[src/rtl/memory_stage_pkg.sv]
// Shared definitions for the memory stage: op codes, writeback selects, FSM
// encoding, and the stage payload structures that move through it.
package memory_stage_pkg;

    localparam logic [4:0] MEN_X   = 5'd0;
    localparam logic [4:0] MEN_SB  = 5'd1;
    localparam logic [4:0] MEN_SH  = 5'd2;
    localparam logic [4:0] MEN_SW  = 5'd3;
    localparam logic [4:0] MEN_LB  = 5'd4;
    localparam logic [4:0] MEN_LBU = 5'd5;
    localparam logic [4:0] MEN_LH  = 5'd6;
    localparam logic [4:0] MEN_LHU = 5'd7;
    localparam logic [4:0] MEN_LW  = 5'd8;

    localparam logic [3:0] WB_X   = 4'd0;
    localparam logic [3:0] WB_ALU = 4'd1;
    localparam logic [3:0] WB_MEM = 4'd2;
    localparam logic [3:0] WB_PC  = 4'd3;
    localparam logic [3:0] WB_CSR = 4'd4;

    localparam logic [2:0]  CSR_X     = 3'd0;
    localparam logic        REN_X     = 1'b0;
    localparam logic [31:0] REGPC_NOP = 32'hffffffff;

    typedef enum logic [1:0] {
        ST_IDLE,
        ST_WAIT_READY,
        ST_WAIT_DATA,
        ST_DRAIN
    } mem_state_e;

    typedef struct packed {
        logic [31:0] reg_pc;
        logic [31:0] alu_out;
        logic [4:0]  mem_wen;
        logic [31:0] rs2_data;
        logic        rf_wen;
        logic [3:0]  wb_sel;
        logic [4:0]  wb_addr;
        logic [2:0]  csr_cmd;
        logic [31:0] op1_data;
        logic [31:0] imm_i;
        logic        jmp_flg;
        logic        inst_is_ecall;
    } stage_t;

    typedef struct packed {
        logic [31:0] reg_pc;
        logic [31:0] alu_out;
        logic [31:0] op1_data;
        logic [31:0] imm_i;
        logic        rf_wen;
        logic        jmp_flg;
        logic        inst_is_ecall;
        logic [3:0]  wb_sel;
        logic [4:0]  wb_addr;
        logic [2:0]  csr_cmd;
        logic [31:0] mem_rdata;
        logic        misaligned;
    } wb_t;

    function automatic logic is_store(input logic [4:0] men);
        return men inside {MEN_SB, MEN_SH, MEN_SW};
    endfunction

    function automatic logic is_load(input logic [4:0] men);
        return men inside {MEN_LB, MEN_LBU, MEN_LH, MEN_LHU, MEN_LW};
    endfunction

    function automatic logic is_misaligned(input logic [4:0] men, input logic [1:0] offset);
        case (men)
            MEN_SH, MEN_LH, MEN_LHU: return offset[0];
            MEN_SW, MEN_LW:          return |offset;
            default:                 return 1'b0;
        endcase
    endfunction

endpackage

[src/rtl/memory_stage_load_align.sv]
// Picks the addressed byte/half out of a loaded word and extends it to 32 bits.
module memory_stage_load_align
    import memory_stage_pkg::*;
(
    input  logic [31:0] rdata,
    input  logic [1:0]  offset,
    input  logic [4:0]  men,
    output logic [31:0] result
);

    logic [7:0]  byte_sel;
    logic [15:0] half_sel;

    always_comb begin
        // NOTE: every always_comb output gets a default first so no path can infer a latch.
        result   = '0;
        byte_sel = rdata[{offset, 3'b000} +: 8];
        half_sel = offset[1] ? rdata[31:16] : rdata[15:0];
        case (men)
            MEN_LB:  result = {{24{byte_sel[7]}}, byte_sel};
            MEN_LBU: result = {24'd0, byte_sel};
            MEN_LH:  result = {{16{half_sel[15]}}, half_sel};
            MEN_LHU: result = {16'd0, half_sel};
            MEN_LW:  result = rdata;
            default: result = '0;
        endcase
    end

endmodule

[src/rtl/memory_stage.sv]
// Memory pipeline stage: issues loads/stores on a request/response port,
// stalls upstream while an access is outstanding, and registers results for writeback.
module memory_stage #(
    parameter int          ADDR_W    = 32,
    parameter logic [31:0] REGPC_NOP = 32'hffffffff
) (
    input  logic              clk,
    input  logic              reset,
    input  logic              wb_branch_hazard,
    input  logic [31:0]       input_reg_pc,
    input  logic [31:0]       input_alu_out,
    input  logic [4:0]        input_mem_wen,
    input  logic [31:0]       input_rs2_data,
    input  logic              input_rf_wen,
    input  logic [3:0]        input_wb_sel,
    input  logic [4:0]        input_wb_addr,
    input  logic [2:0]        input_csr_cmd,
    input  logic [31:0]       input_op1_data,
    input  logic [31:0]       input_imm_i,
    input  logic              input_jmp_flg,
    input  logic              input_inst_is_ecall,
    output logic              mem_stall_flg,
    output logic              dmem_cmd_start,
    output logic              dmem_cmd_write,
    output logic [ADDR_W-1:0] dmem_addr,
    output logic [31:0]       dmem_wdata,
    output logic [3:0]        dmem_wmask,
    input  logic              dmem_cmd_ready,
    input  logic [31:0]       dmem_rdata,
    input  logic              dmem_rdata_valid,
    output logic [31:0]       output_reg_pc,
    output logic [31:0]       output_alu_out,
    output logic [31:0]       output_op1_data,
    output logic [31:0]       output_imm_i,
    output logic              output_rf_wen,
    output logic              output_jmp_flg,
    output logic              output_inst_is_ecall,
    output logic [3:0]        output_wb_sel,
    output logic [4:0]        output_wb_addr,
    output logic [2:0]        output_csr_cmd,
    output logic [31:0]       output_mem_rdata,
    output logic              output_misaligned
);

    import memory_stage_pkg::*;

    mem_state_e  state, state_next;
    stage_t      in_stage, saved, cur;
    wb_t         wb_q, wb_next;
    logic        flush, is_mem, store, misaligned, mem_req;
    logic        stall, cmd_start, emit;
    logic [31:0] load_result;

    function automatic stage_t stage_nop();
        stage_t s;
        s         = '0;
        s.reg_pc  = REGPC_NOP;
        s.mem_wen = MEN_X;
        return s;
    endfunction

    function automatic wb_t wb_bubble();
        wb_t w;
        w        = '0;
        w.reg_pc = REGPC_NOP;
        return w;
    endfunction

    assign in_stage = '{reg_pc: input_reg_pc, alu_out: input_alu_out, mem_wen: input_mem_wen,
                        rs2_data: input_rs2_data, rf_wen: input_rf_wen, wb_sel: input_wb_sel,
                        wb_addr: input_wb_addr, csr_cmd: input_csr_cmd, op1_data: input_op1_data,
                        imm_i: input_imm_i, jmp_flg: input_jmp_flg,
                        inst_is_ecall: input_inst_is_ecall};

    // IDLE always works on the live inputs; the copy captured there carries the
    // instruction through the wait states even if the ports change underneath.
    assign cur   = (state == ST_IDLE) ? in_stage : saved;
    assign flush = wb_branch_hazard;

    always_comb begin
        store      = is_store(cur.mem_wen);
        is_mem     = store | is_load(cur.mem_wen);
        misaligned = is_misaligned(cur.mem_wen, cur.alu_out[1:0]);
        mem_req    = is_mem & ~misaligned;
    end

    always_comb begin
        state_next = state;
        stall      = 1'b0;
        cmd_start  = 1'b0;
        emit       = 1'b0;
        case (state)
            ST_IDLE: begin
                if (mem_req && !flush) begin
                    cmd_start = 1'b1;
                    if (!dmem_cmd_ready) begin
                        stall      = 1'b1;
                        state_next = ST_WAIT_READY;
                    end else if (store) begin
                        emit = 1'b1;
                    end else begin
                        stall      = 1'b1;
                        state_next = ST_WAIT_DATA;
                    end
                end else begin
                    emit = ~flush;
                end
            end
            ST_WAIT_READY: begin
                if (flush) begin
                    state_next = ST_IDLE;
                end else begin
                    cmd_start = 1'b1;
                    if (!dmem_cmd_ready) begin
                        stall = 1'b1;
                    end else if (store) begin
                        emit       = 1'b1;
                        state_next = ST_IDLE;
                    end else begin
                        stall      = 1'b1;
                        state_next = ST_WAIT_DATA;
                    end
                end
            end
            ST_WAIT_DATA: begin
                if (dmem_rdata_valid) begin
                    emit       = ~flush;
                    state_next = ST_IDLE;
                end else begin
                    stall = 1'b1;
                    if (flush) state_next = ST_DRAIN;
                end
            end
            ST_DRAIN: begin
                if (dmem_rdata_valid) state_next = ST_IDLE;
                else                  stall      = 1'b1;
            end
            default: state_next = ST_IDLE;
        endcase
    end

    memory_stage_load_align u_load_align (
        .rdata  (dmem_rdata),
        .offset (cur.alu_out[1:0]),
        .men    (cur.mem_wen),
        .result (load_result)
    );

    always_comb begin
        wb_next = wb_bubble();
        if (emit) begin
            wb_next.reg_pc        = cur.reg_pc;
            wb_next.alu_out       = cur.alu_out;
            wb_next.op1_data      = cur.op1_data;
            wb_next.imm_i         = cur.imm_i;
            wb_next.rf_wen        = cur.rf_wen & ~misaligned;
            wb_next.jmp_flg       = cur.jmp_flg;
            wb_next.inst_is_ecall = cur.inst_is_ecall;
            wb_next.wb_sel        = cur.wb_sel;
            wb_next.wb_addr       = cur.wb_addr;
            wb_next.csr_cmd       = cur.csr_cmd;
            wb_next.misaligned    = misaligned;
            wb_next.mem_rdata     = (state == ST_WAIT_DATA) ? load_result : 32'd0;
        end
    end

    always_ff @(posedge clk) begin
        // NOTE: sequential state uses non-blocking assignments so every register samples pre-edge values.
        if (reset) begin
            state <= ST_IDLE;
            saved <= stage_nop();
            wb_q  <= wb_bubble();
        end else begin
            state <= state_next;
            wb_q  <= wb_next;
            if (state == ST_IDLE) saved <= in_stage;
        end
    end

    always_comb begin
        dmem_wmask = 4'b0000;
        dmem_wdata = 32'd0;
        if (cmd_start && store) begin
            case (cur.mem_wen)
                MEN_SB: begin
                    dmem_wmask = 4'b0001 << cur.alu_out[1:0];
                    dmem_wdata = {4{cur.rs2_data[7:0]}};
                end
                MEN_SH: begin
                    dmem_wmask = cur.alu_out[1] ? 4'b1100 : 4'b0011;
                    dmem_wdata = {2{cur.rs2_data[15:0]}};
                end
                MEN_SW: begin
                    dmem_wmask = 4'b1111;
                    dmem_wdata = cur.rs2_data;
                end
                default: ;
            endcase
        end
    end

    assign mem_stall_flg  = stall;
    assign dmem_cmd_start = cmd_start;
    assign dmem_cmd_write = cmd_start & store;
    assign dmem_addr      = cmd_start ? {cur.alu_out[ADDR_W-1:2], 2'b00} : '0;

    assign output_reg_pc        = wb_q.reg_pc;
    assign output_alu_out       = wb_q.alu_out;
    assign output_op1_data      = wb_q.op1_data;
    assign output_imm_i         = wb_q.imm_i;
    assign output_rf_wen        = wb_q.rf_wen;
    assign output_jmp_flg       = wb_q.jmp_flg;
    assign output_inst_is_ecall = wb_q.inst_is_ecall;
    assign output_wb_sel        = wb_q.wb_sel;
    assign output_wb_addr       = wb_q.wb_addr;
    assign output_csr_cmd       = wb_q.csr_cmd;
    assign output_mem_rdata     = wb_q.mem_rdata;
    assign output_misaligned    = wb_q.misaligned;

endmodule

[config.mk]
export PLATFORM = sky130hd
export DESIGN_NAME = memory_stage
export DESIGN_NICKNAME = d
export VERILOG_FILES = /design/src/rtl/memory_stage_pkg.sv /design/src/rtl/memory_stage_load_align.sv /design/src/rtl/memory_stage.sv
export SDC_FILE = /design/constraint.sdc
export NUM_CORES = 1
export LEC_CHECK = 0
export ABC_AREA = 1
export BUFFER_PORTS_ARGS = -buffer_cell sky130_fd_sc_hd__buf_2
export CAP_MARGIN = 15
export CORE_AREA = 2 2 183 185
export CTS_BUF_LIST = sky130_fd_sc_hd__clkbuf_8
export DETAILED_ROUTE_END_ITERATION = 16
export DIE_AREA = 0 0 185 187
export PLACE_DENSITY = 0.76
export SLEW_MARGIN = 20
export SYNTH_ARGS = -nofsm -noshare
export SYNTH_HDL_FRONTEND = slang
export SYNTH_SLANG_ARGS = --single-unit
[constraint.sdc]
create_clock -name clk -period 3.45 [get_ports clk]
set_input_delay 0.1725 -clock clk [delete_from_list [all_inputs] [get_ports clk]]
set_output_delay 0.1725 -clock clk [all_outputs]
set_load 0.005 [all_outputs]
==> reports/results.tsv <==
metric	value	unit
crit_slowest_cell	mux2i_1	
dp_slack	494	ps
leakagePower	9.88	nW
io_pins	464	
crit_chain	nor2_4, buf_4, buf_12, mux2i_1, o22ai_1, nor2_1, nor2_1, buf_2	
synthAdderAreaFrac	0	
cts_root_buf	clkbuf_8	
tightest_slew	1020	ps
synth-simple-area-share	0.225	
die_y	187	microns
finalWeightedCongestion	0.923	
drive_gt1_frac	0.350	
hold_ws	13.4	ps
arrival	3200	ps
crit_path_max_fanout	90	
hold_class	primary input to flip-flop	
synth_cell_types	33	
clock_latency	610	ps
layout_common_cells	460 x buf_2, 356 x dfxtp_1, 268 x nor2_1	
cts_htree_levels	2	
layout_commonest_cell	buf_2	
place_area	15700	sq um
final_nets	2208	
die_w	185	microns
period_minus_slack	3370	ps
fp.dieArea	34600	sq um
synthXorXnorAreaFrac	0	
grt_max_degree	91	
synthFlopType	dfxtp_1	
place_inst	2152	
stdcell_area	19300	sq um
slowest_delay	540	ps
fmax	297	MHz
area_growth	46.4	%
cts_buffers	56	
power_density	557	nW/um^2
drc_errors	0	
ys_seq_elements	358	
core-area	32900	sq um
skew	27.6	ps
seq_area	7170	sq um
rows	67	
synth_compound_area_frac	0.0365	
grt_overflow	0	
run_status	finished clean	
synthTopCellsByArea	dfxtp_1 54%, mux2i_1 14%, nor2_1 7.6%, nor2_4 7.0%, nand2_1 3.2%	
clkSlewWorstSetupHoldPaths	60	ps
slew_viol_final	0	
post_drt_wl_per_cell	17.9	microns
hold_violations	0	
ys_seq_area_frac	0.544	
crit_family	buffers and inverters	
grt_pass1_wl	65800	microns
start_util	0.401	
dpl.hpwl	27000	microns
required	3280	ps
final_antenna_net_count	0	
synth_edf_count	0	
wl	44400	microns
antenna_found_initial	1	
worst_slack	80.9	ps
vias_per_cell	4.86	
first_iter_violations	746	
met3_usage	0.0596	
worst_path_most_repeated_cell	nor2_1	
grt_usage	0.242	
firstDrtPassIters	7	
peakVddDrop	0.306	mV
grt_pass1_vias	12600	
synthArstFlopShare	0	
finalSetupViolations	0	
worstSetupPathType	flip-flop to output port	
syn_inst	1304	
synth_top_area_frac	0.544	
clock_sinks	358	
io_buffers	461	
multi_input_area	5360	sq um
timing.final.crit_share	0.977	
rsz0062_at_grt	no	
met1_usage	0.257	
vias	12000	
maxCapViolations	0	
syn-cell-area	13200	sq um
grt_busiest_layer	met2	
crit_buf_inv	3	
final_cells	2481	
synth_top_family_by_area	simple AND/OR/NAND/NOR gates	
startpoint_type	flip-flop	
finalSetupTns	0	ps
syn_area_per_cell	10.1	sq um
slew_headroom	0.321	
yosysTopAreaCell	dfxtp_1	
clock_tree.buffer_depth	3	
synth_warnings	0	
num-fill-cells	2599	
cts_tree	yes	
cp-end-kind	output port	
synth.area.mux_share	0.141	
met2_usage	0.436	
## repair_timing
action                                 CTS  global route
setup buffers                            0             6
gates cloned                             0             1
setup endpoints to repair                2            67
hold buffers                           222             0
endpoints found under the hold margin  349             0
gates resized for setup                  1            13
pin swaps                                0             4
## routing by layer
layer  wire (microns)  part of all wire  vias up
met4             2460             0.055        0
met2            22200              0.50      623
met1            16300              0.37     5652
li1                 -                 -     5615
met5                0                 0        -
met3             3510             0.079      159
## worst min-delay path: stages
cell and delay, ps:
buf_2 70, inv_1 30, nand2_1 70, nand2_2 110, nor2_1 100
## layout make-up
type | count | share of cell area
diodes | 1 | 0.000130
inverters | 50 | 0.0100
flip-flops and latches | 358 | 0.372
well taps | 448 | 0.0291
repair buffers | 708 | 0.249
clock buffers | 71 | 0.0507
clock inverters | 28 | 0.0104
multi-input cells | 817 | 0.278
## through the flow
step	util	total power, mW
3_5_place_dp	0.478	6.76
5_1_grt	0.587	11.2
4_1_cts	0.582	10.6
2_1_floorplan	-	6.11
3_3_place_gp	0.478	6.70
6_report	0.587	10.7
## synth_stat cells (5+ instances only)
| library cell | instances |
|---|---|
| nor2_2 | 12 |
| buf_2 | 27 |
| nand2_1 | 113 |
| a31oi_1 | 26 |
| inv_2 | 9 |
| o221ai_1 | 6 |
| mux2i_1 | 185 |
| nor2_1 | 268 |
| buf_12 | 10 |
| o22ai_1 | 26 |
| nand2_2 | 11 |
| nand3_1 | 42 |
| inv_1 | 38 |
| o21ai_0 | 13 |
| clkbuf_1 | 36 |
| or2_2 | 8 |
| buf_1 | 5 |
| dfxtp_1 | 358 |
| a21oi_1 | 6 |
| nand2_4 | 8 |
| nor2_4 | 82 |
## sequential cells by signal, indices dropped and copies added, names as in the netlist
signal	cells
output_jmp_flg	1
output_imm_i	32
state	2
output_csr_cmd	3
output_rf_wen	1
output_mem_rdata	32
output_alu_out	32
output_wb_sel	4
output_op1_data	32
output_misaligned	1
output_wb_addr	5
output_inst_is_ecall	1
saved	180
output_reg_pc	32
## logic make-up after synthesis
logic type             count (synthesis)
buffers and inverters                131
AOI/OAI and AO/OA                     78
DFF                                  358
muxes                                185
and+or+nand+nor                      551
other                                  1
## worst paths after layout
check | start | slack [ps] | end | cells after the start
min reg2reg | saved[177] | 460 | saved[177] | 2
min | input_mem_wen[4] | 10 | saved[115] | 5
max | state[0] | 80 | dmem_wdata[23] | 8
max reg2reg | state[0] | 250 | saved[73] | 7
## power breakdown
part	internal [mW]	switching [mW]
Combinational	0.981	1.39
Clock	2.06	1.66
Sequential	4.52	0.119
(Power assumes the default switching activity.)
